<file path="src/rtl/pipelined_segment_adder_if.sv">
// Operand/result handshake bundle for pipelined_segment_adder.
// master drives operands and result-ready; slave is the adder side.
interface pipelined_segment_adder_if #(
  parameter int WIDTH = 64
);
  logic             in_valid;
  logic             in_ready;
  logic [WIDTH-1:0] a_in;
  logic [WIDTH-1:0] b_in;
  logic             sub;
  logic             c_in;
  logic             out_valid;
  logic             out_ready;
  logic [WIDTH-1:0] sum;
  logic             flag_n;
  logic             flag_z;
  logic             flag_c;
  logic             flag_v;

  modport master (
    output in_valid, a_in, b_in, sub, c_in, out_ready,
    input  in_ready, out_valid, sum, flag_n, flag_z, flag_c, flag_v
  );

  modport slave (
    input  in_valid, a_in, b_in, sub, c_in, out_ready,
    output in_ready, out_valid, sum, flag_n, flag_z, flag_c, flag_v
  );
endinterface

</file>
<file path="src/rtl/pipelined_segment_adder.sv">
// Pipelined WIDTH-bit add/subtract resolving one SEG_WIDTH segment per stage,
// with LEGv8 NZCV flags and a whole-pipeline valid/ready stall.
module pipelined_segment_adder #(
  parameter int WIDTH     = 64,
  parameter int SEG_WIDTH = 16
) (
  input  logic                    clk,
  input  logic                    reset,
  pipelined_segment_adder_if.slave bus
);
  localparam int STAGES = WIDTH / SEG_WIDTH;

  if ((SEG_WIDTH < 1) || ((WIDTH % SEG_WIDTH) != 0)) begin : g_width_check
    $error("pipelined_segment_adder: WIDTH must be a positive multiple of SEG_WIDTH");
  end

  // Index s holds the operands, carry-in and lower partial sum entering stage s.
  logic [STAGES-1:0]  r_valid;
  logic [STAGES-1:0]  r_carry;
  logic [WIDTH-1:0]   r_a    [STAGES];
  logic [WIDTH-1:0]   r_b    [STAGES];
  logic [WIDTH-1:0]   r_psum [STAGES];

  logic               r_out_valid;
  logic [WIDTH-1:0]   r_sum;
  logic               r_flag_n;
  logic               r_flag_z;
  logic               r_flag_c;
  logic               r_flag_v;

  logic               w_advance;
  logic [WIDTH-1:0]   w_b_eff;
  logic [SEG_WIDTH:0] w_seg_add   [STAGES];
  logic [WIDTH-1:0]   w_psum_next [STAGES];
  logic [WIDTH-1:0]   w_result;
  logic               w_carry_out;
  logic               w_carry_msb;

  assign w_advance    = !r_out_valid || bus.out_ready;
  assign bus.in_ready = w_advance;
  assign w_b_eff      = bus.sub ? ~bus.b_in : bus.b_in;

  always_comb begin
    for (int unsigned s = 0; s < STAGES; s++) begin
      w_seg_add[s] = {1'b0, r_a[s][s*SEG_WIDTH +: SEG_WIDTH]}
                   + {1'b0, r_b[s][s*SEG_WIDTH +: SEG_WIDTH]}
                   + {{SEG_WIDTH{1'b0}}, r_carry[s]};
      w_psum_next[s] = r_psum[s];
      w_psum_next[s][s*SEG_WIDTH +: SEG_WIDTH] = w_seg_add[s][SEG_WIDTH-1:0];
    end
  end

  assign w_result    = w_psum_next[STAGES-1];
  assign w_carry_out = w_seg_add[STAGES-1][SEG_WIDTH];
  // Carry into the MSB recovered from the MSB sum bit and its two operand bits.
  assign w_carry_msb = r_a[STAGES-1][WIDTH-1] ^ r_b[STAGES-1][WIDTH-1] ^ w_result[WIDTH-1];

  always_ff @(posedge clk) begin
    if (reset) begin
      r_valid     <= '0;
      r_carry     <= '0;
      for (int unsigned s = 0; s < STAGES; s++) begin
        r_a[s]    <= '0;
        r_b[s]    <= '0;
        r_psum[s] <= '0;
      end
      r_out_valid <= 1'b0;
      r_sum       <= '0;
      r_flag_n    <= 1'b0;
      r_flag_z    <= 1'b0;
      r_flag_c    <= 1'b0;
      r_flag_v    <= 1'b0;
    end else if (w_advance) begin
      r_valid[0] <= bus.in_valid;
      r_psum[0]  <= '0;
      if (bus.in_valid) begin
        r_a[0]     <= bus.a_in;
        r_b[0]     <= w_b_eff;
        r_carry[0] <= bus.sub | bus.c_in;
      end
      for (int unsigned s = 1; s < STAGES; s++) begin
        r_valid[s] <= r_valid[s-1];
        r_carry[s] <= w_seg_add[s-1][SEG_WIDTH];
        r_a[s]     <= r_a[s-1];
        r_b[s]     <= r_b[s-1];
        r_psum[s]  <= w_psum_next[s-1];
      end
      r_out_valid <= r_valid[STAGES-1];
      // Bubbles leave the last delivered result and flags on the outputs.
      if (r_valid[STAGES-1]) begin
        r_sum    <= w_result;
        r_flag_n <= w_result[WIDTH-1];
        r_flag_z <= (w_result == '0);
        r_flag_c <= w_carry_out;
        r_flag_v <= w_carry_msb ^ w_carry_out;
      end
    end
  end

  assign bus.out_valid = r_out_valid;
  assign bus.sum       = r_sum;
  assign bus.flag_n    = r_flag_n;
  assign bus.flag_z    = r_flag_z;
  assign bus.flag_c    = r_flag_c;
  assign bus.flag_v    = r_flag_v;
endmodule
</file>
<file path="src/flat_wrapper.sv">
// flat-port wrapper written by rule: the top's interface ports become plain ports
module pipelined_segment_adder_flat 
#(
  parameter int WIDTH     = 64,
  parameter int SEG_WIDTH = 16
)
  (clk, reset, bus_in_valid, bus_a_in, bus_b_in, bus_sub, bus_c_in, bus_out_ready, bus_in_ready, bus_out_valid, bus_sum, bus_flag_n, bus_flag_z, bus_flag_c, bus_flag_v);
  pipelined_segment_adder_if #(.WIDTH(WIDTH)) bus_i ();
  input  logic clk;
  input  logic reset;
  input wire logic [$bits(bus_i.in_valid)-1:0] bus_in_valid;
  input wire logic [$bits(bus_i.a_in)-1:0] bus_a_in;
  input wire logic [$bits(bus_i.b_in)-1:0] bus_b_in;
  input wire logic [$bits(bus_i.sub)-1:0] bus_sub;
  input wire logic [$bits(bus_i.c_in)-1:0] bus_c_in;
  input wire logic [$bits(bus_i.out_ready)-1:0] bus_out_ready;
  output wire logic [$bits(bus_i.in_ready)-1:0] bus_in_ready;
  output wire logic [$bits(bus_i.out_valid)-1:0] bus_out_valid;
  output wire logic [$bits(bus_i.sum)-1:0] bus_sum;
  output wire logic [$bits(bus_i.flag_n)-1:0] bus_flag_n;
  output wire logic [$bits(bus_i.flag_z)-1:0] bus_flag_z;
  output wire logic [$bits(bus_i.flag_c)-1:0] bus_flag_c;
  output wire logic [$bits(bus_i.flag_v)-1:0] bus_flag_v;
  assign bus_i.in_valid = bus_in_valid;
  assign bus_i.a_in = bus_a_in;
  assign bus_i.b_in = bus_b_in;
  assign bus_i.sub = bus_sub;
  assign bus_i.c_in = bus_c_in;
  assign bus_i.out_ready = bus_out_ready;
  assign bus_in_ready = bus_i.in_ready;
  assign bus_out_valid = bus_i.out_valid;
  assign bus_sum = bus_i.sum;
  assign bus_flag_n = bus_i.flag_n;
  assign bus_flag_z = bus_i.flag_z;
  assign bus_flag_c = bus_i.flag_c;
  assign bus_flag_v = bus_i.flag_v;
  pipelined_segment_adder #(.WIDTH(WIDTH), .SEG_WIDTH(SEG_WIDTH)) u_core (.clk(clk), .reset(reset), .bus(bus_i));
endmodule
</file>
<file path="config.mk">
export PLATFORM = sky130hd
export DESIGN_NAME = pipelined_segment_adder_flat
export DESIGN_NICKNAME = d
export VERILOG_FILES = /design/src/rtl/pipelined_segment_adder_if.sv /design/src/rtl/pipelined_segment_adder.sv /design/src/flat_wrapper.sv
export SDC_FILE = /design/constraint.sdc
export NUM_CORES = 1
export LEC_CHECK = 0
export CAP_MARGIN = 10
export CORE_MARGIN = 4
export CORE_UTILIZATION = 50
export DETAILED_ROUTE_END_ITERATION = 10
export PLACE_DENSITY = 0.82
export SLEW_MARGIN = 40
export SYNTH_ARGS = -nofsm -noshare
export SYNTH_HDL_FRONTEND = slang
export SYNTH_SLANG_ARGS = --single-unit
</file>
<file path="constraint.sdc">
create_clock -name clk -period 20.4 [get_ports clk]
set_input_delay 2.04 -clock clk [delete_from_list [all_inputs] [get_ports clk]]
set_output_delay 2.04 -clock clk [all_outputs]
set_load 0.05 [all_outputs]
</file>
== Yosys cells after proc, flatten, opt, wreduce, memory -nomap -nowiden ==
Memories as Yosys holds them, arrays and structs flattened.
Index checks and enable logic that the tools add are counted.

* Memories kept: 3
* Flip-flop bits (word level): 77
* Memory bits (writable): 768
* Bits of input ports: 134

{| class="wikitable"
|+ Memory list
! memory !! depth !! bits a word !! rd ports !! clocked after Yosys merged registers in !! wr ports !! RTL line !! source
|-
| u_core.r_a || 4 || 64 || 4 || 0 || 4 || pipelined_segment_adder.sv:20 || <nowiki>logic [WIDTH-1:0] r_a [STAGES];</nowiki>
|-
| u_core.r_b || 4 || 64 || 4 || 0 || 4 || pipelined_segment_adder.sv:21 || <nowiki>logic [WIDTH-1:0] r_b [STAGES];</nowiki>
|-
| u_core.r_psum || 4 || 64 || 4 || 0 || 4 || pipelined_segment_adder.sv:22 || <nowiki>logic [WIDTH-1:0] r_psum [STAGES];</nowiki>
|}

* Reduce and logical (&&, ||, !) cells: 5
* Muxes and demuxes: 22
* Bitwise logic cells: 17
* Add/sub/neg operators: 8

{| class="wikitable"
|+ Operators by type and width
! operator !! number
|-
| $mux 64 || 13
|-
| $add 16x16->17 || 4
|-
| $add 17x1->17 || 4
|-
| $logic_not 64->1 || 1
|-
| $not 64->64 || 1
|-
| $or 1x1->1 || 13
|-
| $mux 1 || 9
|-
| $reduce_and 2->1 || 2
|-
| $xor 1x1->1 || 3
|-
| $logic_not 1->1 || 1
|-
| $logic_or 1x1->1 || 1
|}

== Depth between registers and ports, before layout ==
* Word-level depth: 6
* Mapped depth: 12
* Depth with buffers taken out: 12

== Least setup slack after synthesis ==
No wires, ideal clock.

* Kind: input to register
* Start: input port reset
* End: memory u_core.r_a[1][16], enable pin
* Data arrival time: 9.209 ns
* Buffers on the path: 1
* Library setup time: 0.703 ns
* Cell stages on the path: 2
* Path slack: 10.488 ns
* Path through: clkbuf_1 > nand2b_1

{| class="wikitable"
|+ RTL lines
! element !! RTL line !! source
|-
| start, declared || flat_wrapper.sv:10 || <nowiki>input logic reset;</nowiki>
|-
| end, declared || pipelined_segment_adder.sv:20 ||
|}

== Final worst setup path ==
* Start: input port bus_out_ready
* End: output port bus_in_ready

* Longest elaborated chain between the ends: 1

{| class="wikitable"
|+ RTL lines
! element !! RTL line !! source
|-
| start, declared || flat_wrapper.sv:16 || <nowiki>input wire logic [$bits(bus_i.out_ready)-1:0] bus_out_ready;</nowiki>
|-
| $logic_or 1x1->1 || pipelined_segment_adder.sv:39 || <nowiki>assign w_advance = !r_out_valid || bus.out_ready;</nowiki>
|-
| end, declared || flat_wrapper.sv:17 || <nowiki>output wire logic [$bits(bus_i.in_ready)-1:0] bus_in_ready;</nowiki>
|}

No other way between the ends.

==> out/metrics.cfg <==
[status]
status = finished clean

[clock_tree]
cts_tree = done
insertion_delay_ns = 0.57
cts_setup_buffers = 0
cts_sinks = 492
cts.path.max_buffers = 3
clk_pin_slew_worst_paths_ns = 0.06
post_cts_resized = 0
hold_buffers = 0
htree_levels = 2
numCtsBuffers = 49
root_buffer = clkbuf_16

[min_path]
hold_class = reg -> reg
hold_start = u_core.bus.sum[26]$_SDFFE_PP0P_
hold_end = u_core.bus.sum[26]$_SDFFE_PP0P_
worstHoldPathCells = 2

[route]
firstDrtPassIters = 5
drt_wl_total_um = 39500
wire_per_inst_um = 16.3
drc_errors = 0
drt_iter0_drc = 811
drtAntennaViolNets = 0
num_vias = 12500
viasPerCell = 5.16

[sta]
tightest_slew_ns = 0.802
min_period_over_period_pct = 29.9
rsz0062_at_grt = false
clock_skew_ns = 0.0156
slew_violations = 0
relSlewSlack_pct = 46.5
max_freq_ghz = 0.164
setup_slack_ns = 14.30
fin_crit_ns = 6.10
setup_violations = 0
tns_ns = 0
hold_viol_final = 0

[placement]
place.gp.congestion = 0.849
io_buffers = 203
post-place-ws_ns = 14.30
post_dp_cell_area_mm2 = 0.0237
dp_hpwl_um = 26500

[worst_setup_path]
cp_common_cell = clkdlybuf4s50_1
worst-setup-path-type = in -> out
worstPathRequired_ns = 18.36
startpoint = bus_out_ready
critPathArrivalTime_ns = 4.06
cpLargestDelayFamily = buffers and inverters
cp_max_fo = 15
r2r_cells = 11
crit_path_cell_trace = clkdlybuf4s50_1 -> nor2b_1 -> buf_4 -> inv_1 -> clkdlybuf4s50_1
r2r-end = u_core.bus.flag_z$_SDFFE_PP0P_
slowest_stage = clkdlybuf4s50_1
startpoint_type = input port
reg2reg_from = u_core.r_carry[3]$_SDFFE_PP0N_
critPathMaxStageDelay_ns = 0.90
r2r_slack_ns = 16.69
cp-end-kind = output port
crit_buf_inv = 4

[final_layout]
layout-drive-gt1-share_pct = 5.56
stdcell_area_mm2 = 0.0253
num-fill-cells = 3126
synthToLayoutAreaGrowth_pct = 19.7
fin_nets = 2052
finish.utilization_pct = 61.2

[synthesis]
synth_top_cell_area_share_pct = 59.2
synth_area_leaders = edfxtp_1, dfxtp_1, and2_1
syn_area_mm2 = 0.0211
yosys.area.top_type = edfxtp_1
yosysMostFrequentCell = edfxtp_1
synth_edf_count = 416
synth_ff_type = edfxtp_1
seq_area_frac_synth_pct = 66.4
synth_cell_types = 60
syn-num-nets = 1871
ys_top_cells_by_count = edfxtp_1, and2_1, nand2_1, nor2_1, a21oi_1
syn_area_per_cell_um2 = 12.6
syn_inst = 1669
async_flop_share_pct = 0
yosysWarnings = 0
synth_seq_cells = 492

[grt]
gr-total-overflow = 0
antenna_found_initial = 0
grt_usage_pct = 17.1
grt_pass1_vias = 12100
grt_pass1_wl_um = 61500
grt_max_degree = 125

[floorplan]
start_util_pct = 51.1
core_area_mm2 = 0.0413
die_x_um = 213
fp.dieH_um = 213
io_pins = 204
rows = 74
dieArea_mm2 = 0.0455

[power]
powerDensity_mw_per_mm2 = 86.2
peakVddDrop_v = 0.0000502
power.leakage_nw = 10.2
total_power_w = 0.00218

[flow_run]
drv_cap = 0

cell usage in the layout (no fill, tap or decap), drive strengths merged, types with 6 or more instances in the layout:
cell / n
o21a: 7
nand3: 6
nor4: 12
a21oi: 102
or3: 11
inv: 30
nand2b: 10
clkdlybuf4s50: 200
fa: 8
xnor2: 86
ha: 60
xor2: 20
clkbuf: 63
nand2: 142
buf: 16
and3: 71
nor2b: 9
a211oi: 8
dfxtp: 76
nor3: 23
edfxtp: 416
clkinv: 18
nor2: 142
and2: 244
a21o: 16
o21ai: 28
power breakdown:
group | internal, W | switching (W)
Sequential | 0.00114 | 0.0000149
Clock | 0.000512 | 0.000359
Combinational | 0.0000717 | 0.0000772
Total | 0.00173 | 0.000451
how the worst max path moves through the flow:
stage | to | slack (ns) | cells past startpoint
finish | bus_in_ready | 14.30 | 5
global route | bus_in_ready | 14.20 | 5
CTS | bus_in_ready | 14.29 | 5
detailed placement | bus_in_ready | 14.30 | 5
global placement | bus_in_ready | 14.27 | 5
floorplan | u_core.r_a[1][16]$_SDFFCE_PN0P_ | 10.49 | 2
registers in the layout, indices dropped and copies added, names as in the netlist:
| register | count |
|---|---|
| u_core.bus.flag_c | 1 |
| u_core.bus.flag_v | 1 |
| u_core.bus.flag_z | 1 |
| u_core.bus.out_valid | 1 |
| u_core.bus.sum | 64 |
| u_core.r_a | 160 |
| u_core.r_b | 160 |
| u_core.r_carry | 4 |
| u_core.r_psum | 96 |
| u_core.r_valid | 4 |
layout make-up:
type | count | area (µm²) | share of cell area [%]
multi-input combinational | 1063 | 6700 | 26.5
antenna | 1 | 2.50 | 0.00991
timing repair buffer | 216 | 2190 | 8.67
clock buffer | 63 | 1330 | 5.27
tap | 532 | 666 | 2.64
clock inverter | 27 | 246 | 0.976
inverter | 28 | 105 | 0.416
sequential | 492 | 14000 | 55.5
tightest hold or removal path, cell delays in order, from the launching register on:
cell     delay [ns]
dfxtp_1        0.31
nand2_1        0.05
a21oi_1        0.05
per-stage QoR:
step                      instances  hold slack [ns]
after CTS                      2421            0.454
final                          2422            0.454
after detailed placement       2331            0.446
after floorplan                1669            0.432
after global routing           2421            0.469
after global placement         2329            0.441
kinds of logic (layout without fill, tap and decap cells):
logic type	count (synthesis)	in the layout	share of synthesized area (%)
flops	492	492	66.4
mux	3	3	0.142
simple gates	688	688	17.0
other cells	0	1	0
fa+ha+maj	68	68	4.32
xor+xnor	106	106	4.40
compound gates	198	198	5.63
buf+inv	114	334	2.05
per-layer routing:
layer	global-route usage [%]	vias to the layer above	part of all wire [%]
met1	21.7	5889	42
met2	29.6	285	50
met4	6.67	0	3.2
met3	3.07	75	5.4
li1	-	6239	-
met5	0	-	0
Power figures use the tool's default switching activity.
